### src/rtl/ysyx_25080199_pkg.sv
// Shared types and constants for the write-back unit.
// Load funct3 encodings and the WBU state typedef.
package ysyx_25080199_pkg;

  localparam logic [2:0] LB  = 3'b000;
  localparam logic [2:0] LH  = 3'b001;
  localparam logic [2:0] LW  = 3'b010;
  localparam logic [2:0] LBU = 3'b100;
  localparam logic [2:0] LHU = 3'b101;

  typedef enum logic {
    IDLE     = 1'b0,
    WAIT_MEM = 1'b1
  } wbu_state_e;

endpackage

### src/rtl/ysyx_25080199_load_ext.sv
// Sub-word load extraction and sign/zero extension.
// Reserved funct3 codes pass the whole word through.
module ysyx_25080199_load_ext
  import ysyx_25080199_pkg::*;
#(
  parameter int XLEN = 32
) (
  input  logic [2:0]      funct3,
  input  logic [1:0]      addr_lo,
  input  logic [XLEN-1:0] rdata,
  output logic [XLEN-1:0] ext
);

  logic [7:0]  byte_sel;
  logic [15:0] half_sel;

  assign byte_sel = rdata[{addr_lo, 3'b000} +: 8];
  assign half_sel = rdata[{addr_lo[1], 4'b0000} +: 16];

  // pick the lane and extend by load type
  always_comb begin
    ext = rdata;
    unique case (1'b1)
      (funct3 == LB):
        ext = {{(XLEN-8){byte_sel[7]}}, byte_sel};
      (funct3 == LBU):
        ext = {{(XLEN-8){1'b0}}, byte_sel};
      (funct3 == LH):
        ext = {{(XLEN-16){half_sel[15]}}, half_sel};
      (funct3 == LHU):
        ext = {{(XLEN-16){1'b0}}, half_sel};
      default:
        ext = rdata;
    endcase
  end

endmodule

### src/rtl/ysyx_25080199_wbu.sv
// Write-back unit: retire handshake, load wait, RF write port.
// Define YSYX_25080199_WBU_BYPASS_EN to forward the pending write.
module ysyx_25080199_wbu
  import ysyx_25080199_pkg::*;
#(
  parameter int XLEN = 32
) (
  input  logic            clk,
  input  logic            rst,
  input  logic            exu_valid,
  output logic            exu_ready,
  input  logic            exu_wen,
  input  logic [4:0]      exu_rd,
  input  logic [XLEN-1:0] exu_data,
  input  logic            exu_is_load,
  input  logic [2:0]      exu_funct3,
  input  logic [1:0]      exu_addr_lo,
  input  logic            mem_rvalid,
  input  logic [XLEN-1:0] mem_rdata,
  output logic            reg_we,
  output logic [4:0]      reg_addr,
  output logic [XLEN-1:0] reg_data,
  input  logic [4:0]      idu_rs1_addr,
  input  logic [4:0]      idu_rs2_addr,
  output logic            idu_stall,
  output logic            byp_rs1_hit,
  output logic            byp_rs2_hit,
  output logic [XLEN-1:0] byp_data
);

  wbu_state_e      state;
  logic            busy;
  logic [4:0]      ld_rd;
  logic [2:0]      ld_funct3;
  logic [1:0]      ld_addr_lo;
  logic [XLEN-1:0] ld_ext;

  logic rs1_busy;
  logic rs2_busy;
  logic rs1_pend;
  logic rs2_pend;

  ysyx_25080199_load_ext #(
    .XLEN(XLEN)
  ) u_load_ext (
    .funct3 (ld_funct3),
    .addr_lo(ld_addr_lo),
    .rdata  (mem_rdata),
    .ext    (ld_ext)
  );

  assign exu_ready = (state == IDLE);

  // FSM, one-entry load scoreboard and RF write-port registers
  always_ff @(posedge clk) begin
    if (rst) begin
      state      <= IDLE;
      busy       <= 1'b0;
      ld_rd      <= 5'd0;
      ld_funct3  <= 3'd0;
      ld_addr_lo <= 2'd0;
      reg_we     <= 1'b0;
      reg_addr   <= 5'd0;
      reg_data   <= '0;
    end else begin
      reg_we <= 1'b0;
      unique case (state)
        IDLE: begin
          if (exu_valid) begin
            if (exu_is_load) begin
              ld_rd      <= exu_rd;
              ld_funct3  <= exu_funct3;
              ld_addr_lo <= exu_addr_lo;
              busy       <= exu_wen && (exu_rd != 5'd0);
              state      <= WAIT_MEM;
            end else begin
              reg_we   <= exu_wen && (exu_rd != 5'd0);
              reg_addr <= exu_rd;
              reg_data <= exu_data;
            end
          end
        end
        WAIT_MEM: begin
          if (mem_rvalid) begin
            reg_we   <= busy;
            reg_addr <= ld_rd;
            reg_data <= ld_ext;
            busy     <= 1'b0;
            state    <= IDLE;
          end
        end
      endcase
    end
  end

  // hazard terms from registered state only
  always_comb begin
    rs1_busy = busy && (ld_rd == idu_rs1_addr)
               && (idu_rs1_addr != 5'd0);
    rs2_busy = busy && (ld_rd == idu_rs2_addr)
               && (idu_rs2_addr != 5'd0);
    rs1_pend = reg_we && (reg_addr == idu_rs1_addr)
               && (idu_rs1_addr != 5'd0);
    rs2_pend = reg_we && (reg_addr == idu_rs2_addr)
               && (idu_rs2_addr != 5'd0);
  end

`ifdef YSYX_25080199_WBU_BYPASS_EN
  assign byp_rs1_hit = rs1_pend;
  assign byp_rs2_hit = rs2_pend;
  assign byp_data    = reg_data;
  assign idu_stall   = rs1_busy || rs2_busy;
`else
  assign byp_rs1_hit = 1'b0;
  assign byp_rs2_hit = 1'b0;
  assign byp_data    = '0;
  assign idu_stall   = rs1_busy || rs2_busy
                       || rs1_pend || rs2_pend;
`endif

endmodule

### config.mk
export PLATFORM = sky130hd
export DESIGN_NAME = ysyx_25080199_wbu
export DESIGN_NICKNAME = d
export VERILOG_FILES = /design/src/rtl/ysyx_25080199_pkg.sv /design/src/rtl/ysyx_25080199_load_ext.sv /design/src/rtl/ysyx_25080199_wbu.sv
export SDC_FILE = /design/constraint.sdc
export NUM_CORES = 1
export LEC_CHECK = 0
export CAP_MARGIN = 20
export CORE_MARGIN = 5
export CORE_UTILIZATION = 40
export DETAILED_ROUTE_END_ITERATION = 7
export PLACE_DENSITY = 0.87
export SLEW_MARGIN = 20
export SYNTH_ARGS = -nofsm -noshare
export SYNTH_HDL_FRONTEND = slang
export SYNTH_SLANG_ARGS = --single-unit
### constraint.sdc
create_clock -name clk -period 2 [get_ports clk]
set_clock_uncertainty 0.2 [all_clocks]
set_input_delay 0.4 -clock clk [delete_from_list [all_inputs] [get_ports clk]]
set_output_delay 0.4 -clock clk [all_outputs]
set_load 0.05 [all_outputs]
==> results of run 1 <==
[per-layer routing]
layer	part of all wire [%]	wire [um]	track usage [%]
met5	0	0	0
met4	3.3	353	7.987
met3	8.6	911	5.643
met2	50	5329	37.80
met1	38	3977	23.03
[final timing paths]
| check | from | to | slack, ps | cells past startpoint |
|---|---|---|---|---|
| min reg2reg | reg_data[19] | reg_data[19] | 250 | 2 |
| min | reg_data[19] | reg_data[19] | 250 | 2 |
| max | idu_rs1_addr[3] | idu_stall | -240 | 7 |
| max reg2reg | ld_addr_lo[1] | reg_data[13] | 170 | 6 |
[layout by cell type (no fill, tap or decap), types with 3 or more instances in the layout]
cell and instances:
a21o_1 5, o22ai_1 3, mux2i_1 22, nor2_1 30
buf_2 6, conb_1 34, nor4_2 3, nand2_1 37
a211oi_1 14, xnor2_1 12, nand3_1 9, a21oi_1 34
o21ai_1 14, o2111ai_1 3, clkbuf_8 8, o21ai_0 27
o221ai_1 10, o31a_1 5, clkdlybuf4s50_1 79, xor2_1 8
dfxtp_2 5, nand2b_1 3, buf_4 78, nor2_4 5
buf_6 3, inv_1 4, dfxtp_1 45
[power by group]
group | internal (mW) | total, mW | switching (mW)
Clock | 0.350 | 0.682 | 0.332
Sequential | 1.07 | 1.13 | 0.0659
Combinational | 0.429 | 1.09 | 0.666
Total | 1.85 | 2.91 | 1.06
[area by class of cell]
type                       count  area [um2]  share of cell area [%]
clock buffer                   8       110.1                   2.350
multi-input combinational    303        1889                   40.33
inverter                       4       15.01                  0.3205
tap                          102       127.6                   2.724
sequential                    50        1007                   21.50
timing repair buffer         173        1535                   32.77
[repair_timing]
action / 4_1_cts / 5_1_grt
setup buffers: 2 / 0
setup endpoints to repair: 24 / 13
pin swaps: 10 / 4
cloned: 0 / 1
gates resized for setup: 46 / 9
[flip-flops by register name (all words and copies together) (netlist names)]
name        flops
state           1
reg_data       32
ld_rd           5
reg_we          1
busy            1
ld_funct3       3
reg_addr        5
ld_addr_lo      2
[critical path, stage by stage]
cell	delay, ps
buf_2	110
or4_4	540
nor2_4	130
nor4_2	70
o21ai_1	170
nand2_2	80
buf_8	150
[stage by stage]
step	cell area (um2)	setup WS, ps	utilization, %
after CTS	4654	-219.1	60.86
final	4684	-235.6	61.26
after global routing	4684	-283.6	61.26
after floorplan	3232	-31.33	-
after global placement	4499	-533.4	58.84
after detailed placement	4499	-568.9	58.84
[cell families after synthesis]
group                  after synthesis
buffers and inverters               62
flip-flops                          50
other                                1
AND/OR/NAND/NOR                     97
multiplexers                        25
AO/OA/AOI/OAI                      127
XOR/XNOR                            20
==> flow_metrics.py, run 1 <==
metrics = {
    "clock_network": {
        "cts_tree": "done",
        "htreeDepth": 2,
        "cts.path.max_buffers": 2,
        "cts_hold_buffers": 0,
        "path_clk_slew_ps": 90,
        "cts_buffers": 5,
        "clkLatencyLatePin_ps": 300,
        "cts-root-buf": "clkbuf_8",
        "clock-sinks": 50,
    },
    "final_layout": {
        "antennaDiodeCount": 0,
        "drive_above_1_share_pct": 23.42,
        "syn_to_final_growth_pct": 51.03,
        "finalNonFillerCells": 640,
        "nets": 627,
        "nFillCells": 658,
    },
    "floorplanning": {
        "initial_utilization_pct": 40.56,
        "core_area_um2": 7647,
        "die_h_um": 98.06,
        "die-area_um2": 9616,
        "placementRows": 32,
        "pin_count": 164,
        "die_w_um": 98.06,
    },
    "synthesis": {
        "synth_cell_type_count": 44,
        "postSynthAreaPerCell_um2": 8.120,
        "synth.area.top_cells": "dfxtp_1 32%, buf_4 8.7%, mux2i_1 7.4%",
        "yosys-top-cells-count": "50 x dfxtp_1, 38 x nand2_1, 36 x a21oi_1, 36 x buf_4, 32 x nor2_1",
        "yosys.area_share.simple_pct": 14.76,
        "synth_edf_count": 0,
        "synth_top_flop_cell": "dfxtp_1",
        "synth_top_area_share_pct": 32.27,
        "synth_compound_area_share_pct": 26.06,
        "syn-instance-count": 382,
        "synthXorXnorAreaFrac_pct": 5.647,
        "yosys.area.top_type": "dfxtp_1",
        "muxShareOfSynthArea_pct": 8.269,
        "postSynth.asyncResetShare_pct": 0,
        "synth_top_family_by_area": "compound AO/OA/AOI/OAI gates",
        "seq_area_frac_synth_pct": 32.27,
        "ys_warn_count": 0,
        "synthesis.area_um2": 3102,
        "yosys_register_bits": 50,
        "yosysMostFrequentCell": "dfxtp_1",
        "yosys.area_share.adder_pct": 0,
    },
    "power_and_ir_drop": {
        "p_leak_nw": 1.930,
        "finalPower_mw": 2.911,
        "ir_drop_v": 0.0003544,
        "powerDensity_nw_per_um2": 621.4,
    },
    "setup_path": {
        "end_kind": "primary output",
        "crit_path_start_kind": "input port",
        "worstPathRequired_ps": 1400,
        "critPathKind": "input port to primary output",
        "crit_fanout": 2,
        "cp_data_arrival_time_ps": 1640,
    },
    "global_routing": {
        "grt_pass1_vias": 3427,
        "antenna_found_initial": 0,
        "globalRouteOverflowTotal": 0,
        "track_usage_pct": 20.84,
        "grt_max_degree": 28,
        "grt_pass1_wl_um": 16560,
    },
    "routing": {
        "vias_per_cell": 5.270,
        "drt_wl_total_um": 10570,
        "wl_per_cell_um": 16.52,
        "ant_nets": 0,
        "via_count": 3373,
        "drc_errors": 0,
        "dr.pass1.iters": 5,
        "drtIter0Drc": 125,
    },
    "timing": {
        "setup_tns_ps": -235.6,
        "setup_slack_ps": -235.6,
        "max_freq_mhz": 447.3,
        "period_minus_slack_ps": 2236,
        "fin_crit_sh_pct": 111.8,
        "holdWs_ps": 254.1,
        "report.final.slew_viol_count": 0,
        "rsz0062_at_grt": "true",
        "hold_viol": 0,
        "setup_viol": 1,
    },
    "run_status": {
        "outcome": "finished with violations",
        "violations": "negative setup slack",
    },
    "run": {
        "max-cap-violations": 0,
    },
    "hold_path": {
        "hold_path_class": "flip-flop to flip-flop",
    },
    "place": {
        "port_buffers": 129,
        "dp_hpwl_um": 8392,
        "gp_congestion": 0.9150,
        "dp.cells": 629,
    },
}
(Power assumes the default switching activity.)
==> run 2, diff against run 1 <==
--- a/config.mk
+++ b/config.mk
@@ -9,8 +9,9 @@
 export CORE_MARGIN = 5
 export CORE_UTILIZATION = 40
 export DETAILED_ROUTE_END_ITERATION = 7
+export MAX_ROUTING_LAYER = met4
 export PLACE_DENSITY = 0.87
-export SLEW_MARGIN = 20
+export SLEW_MARGIN = 30
 export SYNTH_ARGS = -nofsm -noshare
 export SYNTH_HDL_FRONTEND = slang
 export SYNTH_SLANG_ARGS = --single-unit
==> flow_metrics.py, run 2 (synthesized netlist as in run 1, its figures left out) <==
metrics = {
    "run_status": {
        "outcome": "finished with violations",
        "violations": "negative setup slack",
    },
    "timing": {
        "rsz0062_at_grt": "true",
        "hold_viol": 0,
        "setup_viol": 1,
        "setup_tns_ps": -250.1,
        "max_freq_mhz": 444.4,
        "setup_slack_ps": -250.1,
        "report.final.slew_viol_count": 0,
        "fin_crit_sh_pct": 112.5,
        "period_minus_slack_ps": 2250,
    },
    "power_and_ir_drop": {
        "powerDensity_nw_per_um2": 594.6,
        "p_leak_nw": 1.921,
        "ir_drop_v": 0.0002821,
    },
    "global_routing": {
        "grt_pass1_vias": 3340,
        "antenna_found_initial": 0,
        "track_usage_pct": 21.15,
        "grt_max_degree": 28,
        "grt_pass1_wl_um": 16320,
        "globalRouteOverflowTotal": 0,
    },
    "setup_path": {
        "cp_data_arrival_time_ps": 1650,
        "regToRegStartpoint": "ld_addr_lo[1]",
        "rrSetupSlack_ps": 150,
        "r2r_cells": 6,
        "end_kind": "primary output",
        "crit_path_start_kind": "input port",
        "critPathKind": "input port to primary output",
        "worstReg2RegEnd": "reg_data[9]",
        "crit_fanout": 2,
        "worstPathRequired_ps": 1400,
    },
    "routing": {
        "ant_nets": 0,
        "vias_per_cell": 5.318,
        "drc_errors": 0,
        "via_count": 3398,
        "drt_wl_total_um": 10410,
        "drtIter0Drc": 114,
        "wl_per_cell_um": 16.29,
        "dr.pass1.iters": 5,
    },
    "clock_network": {
        "htreeDepth": 2,
        "cts-root-buf": "clkbuf_8",
        "path_clk_slew_ps": 90,
        "cts_buffers": 5,
        "clock-sinks": 50,
        "cts.path.max_buffers": 2,
        "clkLatencyLatePin_ps": 290,
        "cts_tree": "done",
    },
    "place": {
        "gp_congestion": 0.9183,
        "dp.cells": 628,
        "dpl_worst_slack_ps": -615.5,
        "dpl_cell_area_um2": 4492,
        "dp_hpwl_um": 8301,
        "port_buffers": 129,
    },
    "floorplanning": {
        "die_w_um": 98.06,
        "pin_count": 164,
        "placementRows": 32,
        "die-area_um2": 9616,
        "core_area_um2": 7647,
        "initial_utilization_pct": 40.56,
        "die_h_um": 98.06,
    },
    "final_layout": {
        "multi_input_area_um2": 1934,
        "drive_above_1_share_pct": 24.21,
        "regMostFlops": "reg_data",
        "layout_common_cells": "79 x clkdlybuf4s50_1, 79 x buf_4, 43 x dfxtp_1",
        "reg.largest.list": "reg_data (32), ld_rd (5), reg_addr (5)",
        "finalNonFillerCells": 639,
        "nets": 627,
        "nFillCells": 630,
        "regArea_um2": 1010,
        "final_util_pct": 61.57,
        "fin_area_um2": 4708,
        "antennaDiodeCount": 0,
        "syn_to_final_growth_pct": 51.80,
        "largest_reg_flops": 32,
    },
    "hold_path": {
        "min_from": "reg_data[21]",
        "whs_path_depth": 2,
        "worstHoldEndpoint": "reg_data[21]",
        "hold_path_class": "flip-flop to flip-flop",
    },
    "run": {
        "max-cap-violations": 0,
    },
}
## run 2: worst max-delay path by stage
stage / start / to / slack, ps / depth (start not counted)
2_1_floorplan: idu_rs2_addr[1] / idu_stall / -30 / 5
3_3_place_gp: idu_rs2_addr[1] / idu_stall / -530 / 7
3_5_place_dp: idu_rs2_addr[1] / idu_stall / -620 / 7
4_1_cts: idu_rs1_addr[0] / idu_stall / -260 / 7
5_1_grt: idu_rs2_addr[2] / idu_stall / -320 / 7
6_report: idu_rs2_addr[2] / idu_stall / -250 / 7
## run 2: repair_timing
action	4_1_cts	5_1_grt
resized for setup	36	27
setup endpoints to repair	20	19
pin swaps	10	12
setup buffers	1	3
hold buffers	0	0
## run 2: through the flow
stage               hold WS (ps)  power, mW
finish                     255.7      2.800
CTS                        257.5      2.776
global route               278.7      2.930
floorplan                  248.0      1.839
detailed placement         245.3      2.220
global placement           236.9      2.197
## run 2: where the power goes
group | internal (mW) | total (mW) | switching, mW | leakage, nW
sequential | 1.07 | 1.13 | 0.0637 | 0.413
combinational | 0.436 | 1.11 | 0.673 | 1.47
clock | 0.242 | 0.559 | 0.317 | 0.0383
## run 2: cell type report
| class | count | share of cell area (%) |
|---|---|---|
| multi-input cells | 303 | 41.08 |
| flip-flops and latches | 50 | 21.45 |
| clock buffers | 7 | 1.621 |
| repair buffers | 173 | 32.74 |
| inverters | 4 | 0.3986 |
| well taps | 102 | 2.711 |
## run 2: metal layers
layer / up-vias / track usage (%) / share of wire (%)
met1: 1598 / 23.45 / 39
li1: 1618 / - / -
met3: 20 / 5.000 / 7.5
met2: 162 / 38.43 / 52
met4: 0 / 4.473 / 2.0
met5: - / - / 0
## run 2: critical path: stages
cell and delay, ps:
buf_6 90, or4_4 540, nor2_4 140, nor4_2 70, o21ai_1 170, nand2_2 80, buf_8 160
